**config.mk**
```make
export PLATFORM = sky130hd
export DESIGN_NAME = path_tracer_flat
export DESIGN_NICKNAME = d
export VERILOG_FILES = /design/src/rtl/dijkstra_pkg.sv /design/src/rtl/path_tracer_if.sv /design/src/rtl/path_stack.sv /design/src/rtl/path_tracer.sv /design/src/flat_wrapper.sv
export SDC_FILE = /design/constraint.sdc
export NUM_CORES = 1
export LEC_CHECK = 0
export CORE_MARGIN = 10
export CORE_UTILIZATION = 53
export DETAILED_ROUTE_END_ITERATION = 6
export PLACE_DENSITY = 0.82
export SYNTH_ARGS = -nofsm -noshare
export SYNTH_HDL_FRONTEND = slang
export SYNTH_SLANG_ARGS = --single-unit
```
**constraint.sdc**
```tcl
create_clock -name clock -period 5.8 [get_ports clock]
set_input_delay 1.16 -clock clock [delete_from_list [all_inputs] [get_ports clock]]
set_output_delay 1.16 -clock clock [all_outputs]
set_load 0.005 [all_outputs]
```
**src/rtl/dijkstra_pkg.sv**
```systemverilog
// rtl/dijkstra_pkg.sv - shared constants, walk FSM states and address helper for the Dijkstra datapath
`ifndef DEFAULT_MADDR_WIDTH
`define DEFAULT_MADDR_WIDTH 32
`endif
`ifndef DEFAULT_MDATA_WIDTH
`define DEFAULT_MDATA_WIDTH 32
`endif
`ifndef DEFAULT_MAX_NODES
`define DEFAULT_MAX_NODES 16
`endif
`ifndef DEFAULT_INDEX_WIDTH
`define DEFAULT_INDEX_WIDTH 8
`endif

package dijkstra_pkg;

    // Marker the core writes into prev[] for nodes with no predecessor; users truncate to INDEX_WIDTH.
    localparam logic [31:0] NO_PREVIOUS_NODE = 32'hFFFF_FFFF;

    typedef enum logic [2:0] {
        IDLE,
        WALK,
        READ,
        OUTPUT,
        DONE,
        ERROR
    } state_t;

    function automatic int unsigned word_stride(input int unsigned maddr_width);
        return maddr_width / 8;
    endfunction

endpackage

```
**src/rtl/path_tracer_if.sv**
```systemverilog
// rtl/path_tracer_if.sv - memory read port and path output stream of the path tracer
interface path_tracer_if #(
    parameter int unsigned MADDR_WIDTH = `DEFAULT_MADDR_WIDTH,
    parameter int unsigned MDATA_WIDTH = `DEFAULT_MDATA_WIDTH,
    parameter int unsigned INDEX_WIDTH = `DEFAULT_INDEX_WIDTH
) ();

    logic                   mem_read_enable;
    logic [MADDR_WIDTH-1:0] mem_addr;
    logic                   mem_read_ready;
    logic [MDATA_WIDTH-1:0] mem_read_data;

    logic [INDEX_WIDTH-1:0] path_node;
    logic                   path_valid;
    logic                   path_ready;
    logic                   path_last;

    modport master (
        output mem_read_enable, mem_addr,
        input  mem_read_ready, mem_read_data,
        output path_node, path_valid, path_last,
        input  path_ready
    );

    modport slave (
        input  mem_read_enable, mem_addr,
        output mem_read_ready, mem_read_data,
        input  path_node, path_valid, path_last,
        output path_ready
    );

endinterface

```
**src/rtl/path_stack.sv**
```systemverilog
// rtl/path_stack.sv - synchronous LIFO that reverses the prev[] walk into source-first order
module path_stack #(
    parameter int unsigned DEPTH = `DEFAULT_MAX_NODES,
    parameter int unsigned WIDTH = `DEFAULT_INDEX_WIDTH,
    localparam int unsigned CW   = $clog2(DEPTH + 1),
    localparam int unsigned AW   = (DEPTH > 1) ? $clog2(DEPTH) : 1
) (
    input  logic             clock,
    input  logic             reset,
    input  logic             clear,
    input  logic             push,
    input  logic             pop,
    input  logic [WIDTH-1:0] push_data,
    output logic [WIDTH-1:0] top_data,
    output logic             empty,
    output logic [CW-1:0]    count
);

    logic [WIDTH-1:0] mem [DEPTH];
    logic [CW-1:0]    sp;
    logic [AW-1:0]    wr_index;
    logic [AW-1:0]    top_index;

    assign wr_index  = AW'(sp);
    assign top_index = AW'(sp - CW'(1));
    assign top_data  = mem[top_index];
    assign empty     = (sp == '0);
    assign count     = sp;

    always_ff @(posedge clock) begin
        if (!reset) begin
            sp <= '0;
        end else if (clear) begin
            sp <= '0;
        end else if (push && (sp != CW'(DEPTH))) begin
            mem[wr_index] <= push_data;
            sp            <= sp + CW'(1);
        end else if (pop && !empty) begin
            sp <= sp - CW'(1);
        end
    end

endmodule

```
**src/rtl/path_tracer.sv**
```systemverilog
// rtl/path_tracer.sv - walks prev[] from destination to source and streams the route; PATH_TRACER_FORWARD_ORDER_EN selects source-first order
module path_tracer
    import dijkstra_pkg::*;
#(
    parameter int unsigned MADDR_WIDTH = `DEFAULT_MADDR_WIDTH,
    parameter int unsigned MDATA_WIDTH = `DEFAULT_MDATA_WIDTH,
    parameter int unsigned MAX_NODES   = `DEFAULT_MAX_NODES,
    parameter int unsigned INDEX_WIDTH = `DEFAULT_INDEX_WIDTH
) (
    input  logic                   clock,
    input  logic                   reset,
    input  logic                   enable,
    input  logic [INDEX_WIDTH-1:0] source,
    input  logic [INDEX_WIDTH-1:0] destination,
    input  logic [INDEX_WIDTH-1:0] number_of_nodes,
    input  logic [MADDR_WIDTH-1:0] base_address,
    path_tracer_if.master          bus,
    output logic [INDEX_WIDTH-1:0] path_length,
    output logic                   path_error,
    output logic                   done,
    output logic                   ready
);

    localparam int unsigned STRIDE = word_stride(MADDR_WIDTH);
    localparam int unsigned NNW    = 2 * INDEX_WIDTH;
    localparam logic [INDEX_WIDTH-1:0] NPN = INDEX_WIDTH'(NO_PREVIOUS_NODE);

    state_t state, state_next;

    logic [INDEX_WIDTH-1:0] src_q, n_q, cur, count, count_inc, prev_node;
    logic [MADDR_WIDTH-1:0] base_q;
    logic [NNW-1:0]         nn_q;
    logic [NNW:0]           word_index;
    logic                   err_q, start, record, rd_fire, prev_bad, bad_args;
    logic                   rd_en, out_valid, out_last;
    logic [INDEX_WIDTH-1:0] out_node;
    logic                   unused_data;

`ifdef PATH_TRACER_FORWARD_ORDER_EN
    localparam int unsigned SW = $clog2(MAX_NODES + 1);
    localparam state_t AT_SOURCE = OUTPUT;

    logic                   pop, stack_empty;
    logic [INDEX_WIDTH-1:0] stack_top;
    logic [SW-1:0]          stack_count;

    path_stack #(
        .DEPTH (MAX_NODES),
        .WIDTH (INDEX_WIDTH)
    ) u_stack (
        .clock     (clock),
        .reset     (reset),
        .clear     (start),
        .push      (record),
        .pop       (pop),
        .push_data (cur),
        .top_data  (stack_top),
        .empty     (stack_empty),
        .count     (stack_count)
    );

    // The stack cannot hold a graph larger than MAX_NODES, so such a request is rejected up front.
    assign bad_args = (destination >= number_of_nodes) || (source >= number_of_nodes)
                   || (32'(number_of_nodes) > MAX_NODES);
`else
    localparam state_t AT_SOURCE = DONE;

    assign bad_args = (destination >= number_of_nodes) || (source >= number_of_nodes);
`endif

    assign start       = (state == IDLE) && enable;
    assign count_inc   = count + INDEX_WIDTH'(1);
    assign rd_fire     = (state == READ) && bus.mem_read_ready;
    assign prev_node   = bus.mem_read_data[INDEX_WIDTH-1:0];
    assign prev_bad    = (prev_node == NPN) || (prev_node >= n_q);
    assign unused_data = ^bus.mem_read_data;

    // prev[j] lives N*N words past the base, after the adjacency matrix.
    assign word_index  = {1'b0, nn_q} + {{(NNW - INDEX_WIDTH + 1){1'b0}}, cur};
    assign bus.mem_addr = base_q + MADDR_WIDTH'(word_index) * MADDR_WIDTH'(STRIDE);

    assign bus.mem_read_enable = rd_en;
    assign bus.path_valid      = out_valid;
    assign bus.path_node       = out_node;
    assign bus.path_last       = out_last;

    assign ready       = (state == IDLE);
    assign done        = (state == DONE) || (state == ERROR);
    assign path_length = count;
    assign path_error  = err_q;

    always_comb begin
        state_next = state;
        record     = 1'b0;
        rd_en      = 1'b0;
        out_valid  = 1'b0;
        out_node   = '0;
        out_last   = 1'b0;
`ifdef PATH_TRACER_FORWARD_ORDER_EN
        pop        = 1'b0;
`endif
        case (state)
            IDLE: begin
                if (enable) state_next = bad_args ? ERROR : WALK;
            end
            WALK: begin
`ifdef PATH_TRACER_FORWARD_ORDER_EN
                record    = 1'b1;
`else
                // Unbuffered: cur goes straight out and the walk waits for the consumer.
                out_valid = 1'b1;
                out_node  = cur;
                out_last  = (cur == src_q);
                record    = bus.path_ready;
`endif
                if (record) begin
                    if (cur == src_q)          state_next = AT_SOURCE;
                    else if (count_inc == n_q) state_next = ERROR;
                    else                       state_next = READ;
                end
            end
            READ: begin
                rd_en = 1'b1;
                if (bus.mem_read_ready) state_next = prev_bad ? ERROR : WALK;
            end
            OUTPUT: begin
`ifdef PATH_TRACER_FORWARD_ORDER_EN
                out_valid = !stack_empty;
                out_node  = stack_top;
                out_last  = (stack_count == SW'(1));
                pop       = bus.path_ready;
                if (bus.path_ready && out_last) state_next = DONE;
`else
                state_next = DONE;
`endif
            end
            DONE:    state_next = IDLE;
            ERROR:   state_next = IDLE;
            default: state_next = IDLE;
        endcase
    end

    always_ff @(posedge clock) begin
        if (!reset) begin
            state  <= IDLE;
            src_q  <= '0;
            n_q    <= '0;
            base_q <= '0;
            nn_q   <= '0;
            cur    <= '0;
            count  <= '0;
            err_q  <= 1'b0;
        end else begin
            state <= state_next;
            if (start) begin
                src_q  <= source;
                n_q    <= number_of_nodes;
                base_q <= base_address;
                nn_q   <= NNW'(number_of_nodes) * NNW'(number_of_nodes);
                cur    <= destination;
                count  <= '0;
                err_q  <= 1'b0;
            end
            if (record) count <= count_inc;
            if (rd_fire && !prev_bad) cur <= prev_node;
            if (state_next == ERROR) err_q <= 1'b1;
        end
    end

endmodule

```
**src/flat_wrapper.sv**
```systemverilog
// flat-port wrapper written by rule: the top's interface ports become plain ports
module path_tracer_flat import dijkstra_pkg::*;
#(
    parameter int unsigned MADDR_WIDTH = `DEFAULT_MADDR_WIDTH,
    parameter int unsigned MDATA_WIDTH = `DEFAULT_MDATA_WIDTH,
    parameter int unsigned MAX_NODES   = `DEFAULT_MAX_NODES,
    parameter int unsigned INDEX_WIDTH = `DEFAULT_INDEX_WIDTH
)
  (clock, reset, enable, source, destination, number_of_nodes, base_address, path_length, path_error, done, ready, bus_mem_read_enable, bus_mem_addr, bus_mem_read_ready, bus_mem_read_data, bus_path_node, bus_path_valid, bus_path_last, bus_path_ready);
  path_tracer_if #(.MADDR_WIDTH(MADDR_WIDTH), .MDATA_WIDTH(MDATA_WIDTH), .INDEX_WIDTH(INDEX_WIDTH)) bus_i ();
  input  logic clock;
  input  logic reset;
  input  logic enable;
  input  logic [INDEX_WIDTH-1:0] source;
  input  logic [INDEX_WIDTH-1:0] destination;
  input  logic [INDEX_WIDTH-1:0] number_of_nodes;
  input  logic [MADDR_WIDTH-1:0] base_address;
  output logic [INDEX_WIDTH-1:0] path_length;
  output logic path_error;
  output logic done;
  output logic ready;
  output wire logic [$bits(bus_i.mem_read_enable)-1:0] bus_mem_read_enable;
  output wire logic [$bits(bus_i.mem_addr)-1:0] bus_mem_addr;
  input wire logic [$bits(bus_i.mem_read_ready)-1:0] bus_mem_read_ready;
  input wire logic [$bits(bus_i.mem_read_data)-1:0] bus_mem_read_data;
  output wire logic [$bits(bus_i.path_node)-1:0] bus_path_node;
  output wire logic [$bits(bus_i.path_valid)-1:0] bus_path_valid;
  output wire logic [$bits(bus_i.path_last)-1:0] bus_path_last;
  input wire logic [$bits(bus_i.path_ready)-1:0] bus_path_ready;
  assign bus_mem_read_enable = bus_i.mem_read_enable;
  assign bus_mem_addr = bus_i.mem_addr;
  assign bus_i.mem_read_ready = bus_mem_read_ready;
  assign bus_i.mem_read_data = bus_mem_read_data;
  assign bus_path_node = bus_i.path_node;
  assign bus_path_valid = bus_i.path_valid;
  assign bus_path_last = bus_i.path_last;
  assign bus_i.path_ready = bus_path_ready;
  path_tracer #(.MADDR_WIDTH(MADDR_WIDTH), .MDATA_WIDTH(MDATA_WIDTH), .MAX_NODES(MAX_NODES), .INDEX_WIDTH(INDEX_WIDTH)) u_core (.clock(clock), .reset(reset), .enable(enable), .source(source), .destination(destination), .number_of_nodes(number_of_nodes), .base_address(base_address), .bus(bus_i), .path_length(path_length), .path_error(path_error), .done(done), .ready(ready));
endmodule
```
After elaboration in Yosys (flattened, before gate mapping)
Cells that the tools add are included.
- bits in registers: 84
- bits of input ports: 93
- output and inout port bits: 54
- logic and storage cells: 54
- add/subtract/negate cells: 3
- multipliers: 1
- order comparisons: 3
- equal/unequal tests: 9
- mux-type cells: 19
- reductions and logical operators: 11
- operators with widths (kind ; count):
    8-bit two-way mux ; 5
    32-bit by 19-bit adder with 32-bit output ; 1
    8-bit >= comparator ; 3
    3-bit two-way mux ; 7
    16-bit by 8-bit adder with 17-bit output ; 1
    8-bit == test ; 2
    8-bit by 8-bit multiplier with 16-bit output ; 1
    3-bit case mux with 4 select lines ; 1
    3-bit == test (second input constant) ; 3
    8-bit by 1-bit adder with 8-bit output (second input constant) ; 1
    8-bit == test (second input constant) ; 1
    3-bit by 2-bit == test with 1-bit output (second input constant) ; 2
    1-bit two-way mux ; 6
    2-bit nonzero test ; 3
    3-bit by 1-bit == test with 1-bit output (second input constant) ; 1
    1-bit logical AND ; 3
    3-bit zero test ; 1
    1-bit logical OR ; 3
    1-bit zero test ; 1

Logic depth before layout (Yosys ltp)
- word-level depth: 8
- gate-level depth with buffers: 17
- gate-level depth less buffers: 17

Least setup slack after synthesis
Ideal clock, no wire load.
- path type: input port to flip-flop
- from: input port number_of_nodes[1]
- to: register u_core.nn_q[14]
- library setup time: 0.122 ns
- arrival time: 5.017 ns
- path slack: 0.661 ns
- cell stages on the path: 15
- cells stage by stage: clkinv_1 > nor2_1 > fa_1 > fa_1 > inv_1 > fa_1 > fa_1 > inv_1 > ha_1 > o21ai_0 > nor2_1 > a41oi_1 > a21oi_1 > nor3b_1 > a311o_1
- longest elaborated chain between the ends: 1
- ends and longest elaborated chain (item ; line ; RTL):
    start, declared ; flat_wrapper.sv:16 ; input logic [INDEX_WIDTH-1:0] number_of_nodes;
    8-bit by 8-bit multiplier with 16-bit output ; path_tracer.sv:159 ; nn_q <= NNW'(number_of_nodes) * NNW'(number_of_nodes);
    end signal, assigned ; path_tracer.sv:159 ;
    end, declared ; path_tracer.sv:32 ; logic [NNW-1:0] nn_q;
Every way passes these cells.
A chain may end at the register's enable or synchronous reset.

==> impl_metrics.env <==
export IMPL_antenna_cells=0
export IMPL_wl_per_cell_um=16.1
export IMPL_peakVddDrop_mv=0.156
export IMPL_whs_ps=463
export IMPL_cts_sinks=82
export IMPL_drive_gt1_frac=0.0722
export IMPL_async_flop_share=0
export IMPL_chipWidth_um=138
export IMPL_cts_made_buffers=9
export IMPL_grt_pass1_vias=6649
export IMPL_synth_edf_count=0
export IMPL_io_buffer_count=122
export IMPL_worstHoldStart="u_core.base_q[14]"
export IMPL_post_drt_via_cell_ratio=5.62
export IMPL_status="finished, final reports clean"
export IMPL_syn_to_final_growth_pct=24.1
export IMPL_fin_skew_ps=6.73
export IMPL_fin_crit_ps=5550
export IMPL_globalplace_congestion=0.924
export IMPL_fin_nets=1262
export IMPL_final_cells=1246
export IMPL_drt_first_pass_iters=7
export IMPL_powerDensity_mw_per_mm2=269
export IMPL_io_pins=147
export IMPL_timing_rr_start="u_core.state[1]"
export IMPL_grt_max_degree=51
export IMPL_drv_cap=0
export IMPL_final_area_mm2=0.00922
export IMPL_cp_required_ps=4640
export IMPL_worstPathArrival_ps=4390
export IMPL_ys_ff_latch=82
export IMPL_critPathLaunchType="register"
export IMPL_hold_path_depth=2
export IMPL_synth_warning_count=0
export IMPL_coreArea_mm2=0.0138
export IMPL_fill_cells=1188
export IMPL_synth_top_area_share=0.221
export IMPL_grt_overflow_total=0
export IMPL_routed_wl_um=20100
export IMPL_hold_class="reg -> reg"
export IMPL_whs_endpoint="u_core.base_q[14]"
export IMPL_synth_area_mm2=0.00743
export IMPL_mappedNetlistNets=1142
export IMPL_finalHoldViolations=0
export IMPL_synth_ff_type="dfxtp_1"
export IMPL_avgSynthCellArea_um2=7.89
export IMPL_yosys_top_cells_area="dfxtp_1, ha_1, nand2_1"
export IMPL_start_util=0.538
export IMPL_synth_cells=942
export IMPL_max_freq_ghz=0.180
export IMPL_crit_path_end_kind="output port"
export IMPL_yosys_area_top_type="dfxtp_1"
export IMPL_clk_pin_slew_ps=60
export IMPL_setup_viol=0
export IMPL_placed_cell_area_mm2=0.00889
export IMPL_p_leak_nw=3.96
export IMPL_via_count=7004
export IMPL_synth_distinct_cells=78
export IMPL_ant_nets=0
export IMPL_die_h_um=138
export IMPL_drv_slew=0
export IMPL_hold_buffers=0
export IMPL_antenna_found_initial=0
export IMPL_dp_hpwl_um=15900
export IMPL_rr_endpoint="u_core.path_length[4]"
export IMPL_r2r_setup_slack_ps=3520
export IMPL_die_area_mm2=0.0192
export IMPL_period_share=0.956
export IMPL_globalRouteTotalUtil=0.203
export IMPL_path_class="reg -> out"
export IMPL_drtIter0Drc=454
export IMPL_relSlewSlack=0.278
export IMPL_num_rows=43
export IMPL_drc_errors=0
export IMPL_crit_fanout=7
export IMPL_dpl_cell_count=1230
export IMPL_power_mw=2.48
export IMPL_h_tree_depth=3
export IMPL_worst_slew_pin_transition_ps=1080
export IMPL_reg2reg_depth=5
export IMPL_synth_seq_area_share=0.221
export IMPL_grt_pass1_wl_um=33200
export IMPL_cts_buffer_depth=2
export IMPL_clockRootBuffer="clkbuf_16"
export IMPL_cts_tree="built"
export IMPL_clock_latency_ps=340
-- power breakdown --
part	leakage [nW]	total [mW]	internal [mW]	switching, mW
clock network	0.131	0.548	0.313	0.236
registers	0.672	0.706	0.631	0.0742
logic	3.16	1.23	0.576	0.652
total	3.96	2.48	1.52	0.962
-- metrics by stage --
stage / util / worst slack (ps) / TNS [ps]
after detailed placement: 0.643 / 98.9 / 0
final: 0.667 / 254 / 0
after global placement: 0.643 / 137 / 0
after CTS: 0.663 / 24.5 / 0
after floorplan: - / 661 / 0
after global routing: 0.667 / -28.6 / -43.6
-- cell usage in the layout (no fill, tap or decap), types with 5 or more instances in the layout --
cell type        count
a21boi_0            21
xor2_1              26
clkdlybuf4s50_1    122
nor4_1               6
o21ai_0             35
nand4_1              8
a21boi_1             9
a211oi_1             5
or3_1                5
and3_1              19
xnor2_1             44
buf_4               25
nand2_1            161
a21o_1              10
a311oi_1             8
o21ai_1              7
ha_1                79
o21bai_1             7
nor2b_1             10
a21oi_1             64
nand2b_1             6
and2_1              21
nand3_1             24
dfxtp_1             80
nor2_1              60
inv_1               65
nor3_1              12
clkbuf_16            9
fa_1                26
-- registers in the layout, indices dropped and copies added (netlist names) --
name                flops
u_core.cur              8
u_core.nn_q            14
u_core.src_q            8
u_core.state            3
u_core.base_q          32
u_core.n_q              8
u_core.path_error       1
u_core.path_length      8
-- cell usage after synthesis, types with 3 or more instances --
cell type  instances
o211a_1            3
a211oi_2           3
nor2_1            60
o21ai_1            5
a21oi_1           64
nand2_1          162
o21ai_0           37
nor4_1             7
or2_2              3
o211ai_1           3
a311oi_1           8
a21boi_0          21
a21boi_1           9
dfxtp_1           82
o21bai_1           7
nand3_2            3
a211oi_1           5
o21a_1             4
nand2b_1           6
nor2b_1           10
nor3b_1            3
fa_1              26
inv_1             65
clkbuf_1          17
xor2_1            26
a21o_1            10
and2_1            22
a31oi_1            4
nand4_1            8
ha_1              81
xnor2_1           44
buf_2             15
mux2i_1            3
nor3_1            13
nor3b_2            3
or3_1              5
and3_1            19
nand3_1           24
-- repair_timing --
action | 4_1_cts | 5_1_grt
endpoints found under the setup margin | 1 | 18
pin swaps | 0 | 1
buffers inserted | 0 | 1
cloned | 0 | 0
resized for setup | 1 | 10
-- worst max-delay path, cell delays in order (launching register included) --
cell             delay [ps]
dfxtp_1                 420
ha_1                    210
ha_1                    180
a21oi_1                  90
o21ai_1                 280
a2111oi_4               150
nor3_2                  280
nand3_1                 130
xnor2_1                 260
ha_1                    370
a21o_1                  210
a21o_1                  170
a21o_1                  240
and3_1                  190
a31oi_1                 190
xnor2_1                 140
clkdlybuf4s50_1         520
-- cell type report --
type,instances,area [µm²],area share
multi-input combinational,754,5410,0.586
sequential,82,1640,0.178
timing repair buffer,147,1410,0.153
clock buffer,12,256,0.0278
inverter,68,255,0.0277
tap,180,225,0.0244
clock inverter,3,23.8,0.00258
-- cells by family after synthesis --
logic type	Yosys count	synth area share
AOI/OAI and AO/OA	216	0.199
xor gates and xnor gates	70	0.0825
adders and majority gates	107	0.206
buffers and inverters	106	0.0582
DFF	82	0.221
muxes	3	0.00404
and+or+nand+nor	358	0.229
-- layer usage --
layer / share of wire / track usage / vias to the layer above
li1: - / - / 3491
met5: 0 / 0 / -
met1: 0.45 / 0.258 / 3236
met4: 0.016 / 0.0583 / 0
met2: 0.47 / 0.342 / 247
met3: 0.064 / 0.0370 / 30
-- how the worst max path moves through the flow --
stage / from / to / slack (ps)
after floorplan: number_of_nodes[1] / u_core.nn_q[14] / 660
after global placement: number_of_nodes[1] / u_core.nn_q[14] / 140
after detailed placement: number_of_nodes[1] / u_core.nn_q[14] / 100
after CTS: u_core.n_q[0] / bus_mem_addr[28] / 20
after global routing: u_core.n_q[0] / bus_mem_addr[31] / -30
final: u_core.n_q[0] / bus_mem_addr[25] / 250
Power figures use the tool's default switching activity.
